File: src/rtl/shifter_right_seq.sv
// Multi-cycle 32-bit right shifter (SRL/SRA), one power-of-two stage per clock.
// Fixed 6-cycle start-to-done latency; start is ignored while busy or in the done cycle.
module shifter_right_seq (
    input  logic        clk,
    input  logic        rst,
    input  logic        start,
    input  logic [31:0] dataA,
    input  logic [4:0]  dataB,
    input  logic        arith,
    output logic        busy,
    output logic        done,
    output logic [31:0] dataOut
);

    typedef enum logic [1:0] {
        IDLE  = 2'd0,
        SHIFT = 2'd1,
        DONE  = 2'd2
    } state_t;

    state_t      state_q, state_d;
    logic [31:0] acc_q, acc_d;
    logic [4:0]  amt_q, amt_d;
    logic        fill_q, fill_d;
    logic [2:0]  stage_q, stage_d;
    logic [31:0] data_out_q, data_out_d;
    logic        busy_q, busy_d;
    logic        done_q, done_d;
    logic [31:0] stage_res;

    // Result of the current stage: shift by 2^stage when that amount bit is set.
    always_comb begin
        stage_res = acc_q;
        case (stage_q)
            3'd0: if (amt_q[0]) stage_res = {fill_q, acc_q[31:1]};
            3'd1: if (amt_q[1]) stage_res = {{2{fill_q}}, acc_q[31:2]};
            3'd2: if (amt_q[2]) stage_res = {{4{fill_q}}, acc_q[31:4]};
            3'd3: if (amt_q[3]) stage_res = {{8{fill_q}}, acc_q[31:8]};
            3'd4: if (amt_q[4]) stage_res = {{16{fill_q}}, acc_q[31:16]};
            default: stage_res = acc_q;
        endcase
    end

    always_comb begin
        state_d    = state_q;
        acc_d      = acc_q;
        amt_d      = amt_q;
        fill_d     = fill_q;
        stage_d    = stage_q;
        data_out_d = data_out_q;
        case (state_q)
            IDLE: begin
                if (start) begin
                    acc_d   = dataA;
                    amt_d   = dataB;
                    fill_d  = arith & dataA[31];
                    stage_d = 3'd0;
                    state_d = SHIFT;
                end
            end
            SHIFT: begin
                acc_d   = stage_res;
                stage_d = stage_q + 3'd1;
                if (stage_q == 3'd4) begin
                    state_d    = DONE;
                    data_out_d = stage_res;
                end
            end
            DONE: begin
                state_d = IDLE;
            end
            default: begin
                state_d = IDLE;
            end
        endcase
        // Status outputs are registered from the next state so they leave flops directly.
        busy_d = (state_d != IDLE);
        done_d = (state_d == DONE);
    end

    always_ff @(posedge clk) begin
        if (rst) begin
            state_q    <= IDLE;
            acc_q      <= '0;
            amt_q      <= '0;
            fill_q     <= 1'b0;
            stage_q    <= '0;
            data_out_q <= '0;
            busy_q     <= 1'b0;
            done_q     <= 1'b0;
        end else begin
            state_q    <= state_d;
            acc_q      <= acc_d;
            amt_q      <= amt_d;
            fill_q     <= fill_d;
            stage_q    <= stage_d;
            data_out_q <= data_out_d;
            busy_q     <= busy_d;
            done_q     <= done_d;
        end
    end

    assign busy    = busy_q;
    assign done    = done_q;
    assign dataOut = data_out_q;

endmodule

File: config.mk
export PLATFORM = sky130hd
export DESIGN_NAME = shifter_right_seq
export DESIGN_NICKNAME = d
export VERILOG_FILES = /design/src/rtl/shifter_right_seq.sv
export SDC_FILE = /design/constraint.sdc
export NUM_CORES = 1
export LEC_CHECK = 0
export CAP_MARGIN = 20
export CORE_ASPECT_RATIO = 1.1
export CORE_MARGIN = 3
export CORE_UTILIZATION = 30
export DETAILED_ROUTE_END_ITERATION = 6
export PLACE_DENSITY = 0.56
export SLEW_MARGIN = 20
export SYNTH_ARGS = -nofsm -noshare
export SYNTH_HDL_FRONTEND = slang
export SYNTH_SLANG_ARGS = --single-unit
File: constraint.sdc
create_clock -name clk -period 5.3 [get_ports clk]
set_clock_uncertainty 0.15 [all_clocks]
set_input_delay 1.325 -clock clk [delete_from_list [all_inputs] [get_ports clk]]
set_output_delay 1.325 -clock clk [all_outputs]
set_load 0.03 [all_outputs]
# Yosys cells after proc, flatten, opt, wreduce, memory -nomap -nowiden
# Cells that the tools add are included.
# word_totals
reg_bits	77
latchBits	0
ram_bits	0
mem_bits_ro	0
inputBits	41
output_inout_bits	34
elab_cells	37
memories	0
# op_classes
n_addsub	1
n_mul	0
div	0
n_lt_le_gt_ge	0
n_eq_ne	7
shift	0
muxes	13
bitwise_logic	1
n_reduce_logical	7
# op_table
operator	n
32-bit two-way mux	6
32-bit one-hot mux with 5 select lines	1
32-bit one-hot mux with 2 select lines	1
3-bit by 2-bit == test with 1-bit output (second input constant)	2
3-bit one-hot mux with 2 select lines	1
2-bit AND reduction	3
2-bit two-way mux	2
2-bit one-hot mux with 2 select lines	1
2-bit nonzero test	2
3-bit by 1-bit adder with 3-bit output (second input constant)	1
3-bit by 1-bit == test with 1-bit output (second input constant)	1
3-bit == test (second input constant)	1
3-bit logical NOT	1
3-bit two-way mux	1
2-bit by 1-bit == test with 1-bit output (second input constant)	1
2-bit == test (second input constant)	1
2-bit logical NOT	1
2-bit != test (second input constant)	1
1-bit AND	1

# Longest topological paths before layout
# logic_depth
depth_word	4
mapped_depth	9
mapped_depth_nobuf	6

# Least setup slack after synthesis
# Ideal clock, no wire load.
# synth_timing
path_type	input -> register
from	input rst
to	register data_out_q[21], in the netlist dataOut[21]
setup_ns	0.128
t_arrival_ns	2.130
t_required_ns	5.022
slack_ns	2.892
cell_stages	4
n_path_buf	2
path_cell_list	clkbuf_1 -> or2_1 -> clkbuf_1 -> o21ai_1
# synth_rtl
item	line	rtl
start: declaration	5	input logic rst,
end signal: assignment	97	data_out_q <= data_out_d;
end: declaration	26	logic [31:0] data_out_q, data_out_d;

# Worst setup path in the final report
# layout_timing
from	input start
to	register acc_q[22]
# layout_between
elab_chain_cells	2
# layout_rtl
item	line	rtl
start: declaration	6	input logic start,
2-bit != test (no source line)	n/a	
2-bit AND reduction (no source line)	n/a	
end signal: assignment	84	acc_q <= '0;
end signal: assignment	93	acc_q <= acc_d;
end: declaration	22	logic [31:0] acc_q, acc_d;
# No other way between the ends.
# A chain may end at the register's enable or synchronous reset.

==> flow_summary.toml <==
[routing]
drt-initial-drc-count = 449
vias_per_cell = 5.73
totalWireLength_um = 18800
dr.pass1.iters = 6
drc_errors = 0
via_count = 5503
wl_per_cell_um = 19.6
postRouteAntennaNets = 0

[synth]
post_synth_num_cell_types = 41
synth_top_flop_cell = "dfxtp_1"
avgSynthCellArea_um2 = 8.78
yosysMostFrequentCell = "mux2i_1"
async_flop_share_pct = 0
ys_seq_elements = 77
synth.top_cell.area_share_pct = 26.3
yosysSeqAreaShare_pct = 24.6
syn-instance-count = 715
synth-edff-count = 0
synth_area_leaders = "mux2i_1 (26%), dfxtp_1 (25%), o22ai_1 (9.4%)"
synth_top_area_cell = "mux2i_1"
syn-num-nets = 761
synth_commonest_cells = "mux2i_1 (165), o22ai_1 (94), dfxtp_1 (77)"
syn-cell-area_um2 = 6280
ys_warn_count = 0

[clocking]
cts_buffers = 9
clk_path_buf_depth = 2
ctsResizeCount = 0
cts-root-buf = "clkbuf_16"
clk_latency_ps = 360
cts_tree = "done"
cts.sinks = 77
h-tree-depth = 3
post_cts_buffers = 0
clkTransAtPathRegs_ps = 60
hold_buffers = 0

[global_route]
antenna_found_initial = 0
grt_usage_pct = 16.9
grt-ovfl-total = 0
grt_pass1_wl_um = 31000
grt_max_degree = 64
grt_pass1_vias = 5419

[timing]
setup_viol = 0
slew_viol_final = 0
finalCriticalPeriod_ps = 3070
max_freq_ghz = 0.326
relSlewSlack_pct = 23.9
worst_pin_slew_ps = 1140
hold_viol = 0
setup_tns_ps = 0
timing.final.crit_share_pct = 57.9
rsz0062_at_grt = "no"

[min_path]
hp-class = "reg2reg"

[floorplan]
ios = 75
start_util_pct = 31.1
die_w_um = 144
rows = 54
dieArea_um2 = 22700
core_um2 = 20200
dieHeight_um = 158

[finish]
fillCellCount = 2085
nets = 749
area_growth_pct = 14.9
num_antenna_cells = 0
drive_gt1_share_pct = 13.3
design_area_um2 = 7220
fin_cells = 960
utilization_pct = 35.7

[placement]
dpl_cell_area_um2 = 6860
place_inst = 943
port_buffers = 74
place.gp.congestion = 0.766
hpwlAfterDp_um = 11700

[setup_path]
crit_fanout = 21
cp-end-kind = "flip-flop"
cp-start-kind = "primary input"
arrival_ps = 3200
cp_data_required_time_ps = 5430
path_class = "in2reg"

[power]
p_leak_uw = 0.00206
peakVddDrop_mv = 0.132
finalPower_uw = 1840
p_per_area_nw_per_um2 = 255

[flow_run]
maxCapViolCount = 0

[status]
status = "finished, final reports clean"
==> cell families after synthesis <==
group / share of synthesized area, %
adder cells (fa/ha/maj): 0.996
flip-flops: 24.6
AND/OR/NAND/NOR: 9.01
buffers and inverters: 9.41
multiplexers: 26.3
AO/OA/AOI/OAI: 29.7
==> sequential cells by signal, indices dropped and copies added (netlist names) <==
signal,cells
acc_q,32
amt_q,5
busy,1
dataOut,32
done,1
fill_q,1
stage_q,3
state_q,2
==> where the power goes <==
group	leakage (µW)	switching, µW	internal [µW]
Combinational	0.00126	196	195
Clock	0.000163	257	460
Sequential	0.000633	123	607
Total	0.00206	576	1260
==> through the flow <==
step | hold slack, ps | setup WS (ps)
floorplan | 316 | 2890
global placement | 286 | 1860
detailed placement | 292 | 1820
CTS | 301 | 2180
global route | 314 | 2060
finish | 295 | 2230
==> path summary, 6_finish.rpt <==
kind	slack, ps	depth (start not counted)	start	to
setup / recovery	2230	5	start	acc_q[22]
hold / removal	290	2	dataOut[20]	dataOut[20]
setup reg to reg	2480	7	stage_q[0]	acc_q[23]
hold reg to reg	290	2	dataOut[20]	dataOut[20]
==> critical path: stages <==
cell and delay [ps]:
clkdlybuf4s50_1 450, o21bai_2 730, buf_4 370, a21oi_1 80, a211oi_2 230
==> metal layers <==
metal | up-vias | GRT usage (%) | wire (µm)
met4 | 0 | 4.98 | 282
met2 | 134 | 28.2 | 9020
met1 | 2686 | 22.1 | 8690
met5 | - | 0 | 0
li1 | 2666 | - | -
met3 | 17 | 3.35 | 797
==> cell type report <==
type	instances	area (µm²)	share of cell area [%]
multi-input cells	524	4160	57.6
flip-flops and latches	77	1550	21.5
repair buffers	86	833	11.5
well taps	252	315	4.37
clock buffers	10	229	3.17
clock inverters	6	111	1.54
inverters	5	18.8	0.260
==> cell usage in the layout (no fill, tap or decap), types with 3 or more instances in the layout <==
cell,n
nand2_1,34
ha_1,5
a211oi_1,4
a21oi_1,34
buf_4,11
mux2i_1,165
o311ai_1,3
o311ai_2,27
clkbuf_16,9
o22ai_1,94
clkdlybuf4s50_1,73
o21ai_1,30
inv_1,4
or3_1,30
a211oi_2,27
dfxtp_1,71
dfxtp_2,5
nor2_1,44
nand2b_1,4
bufinv_16,3
Note: power is estimated with default switching activity, not from simulation.
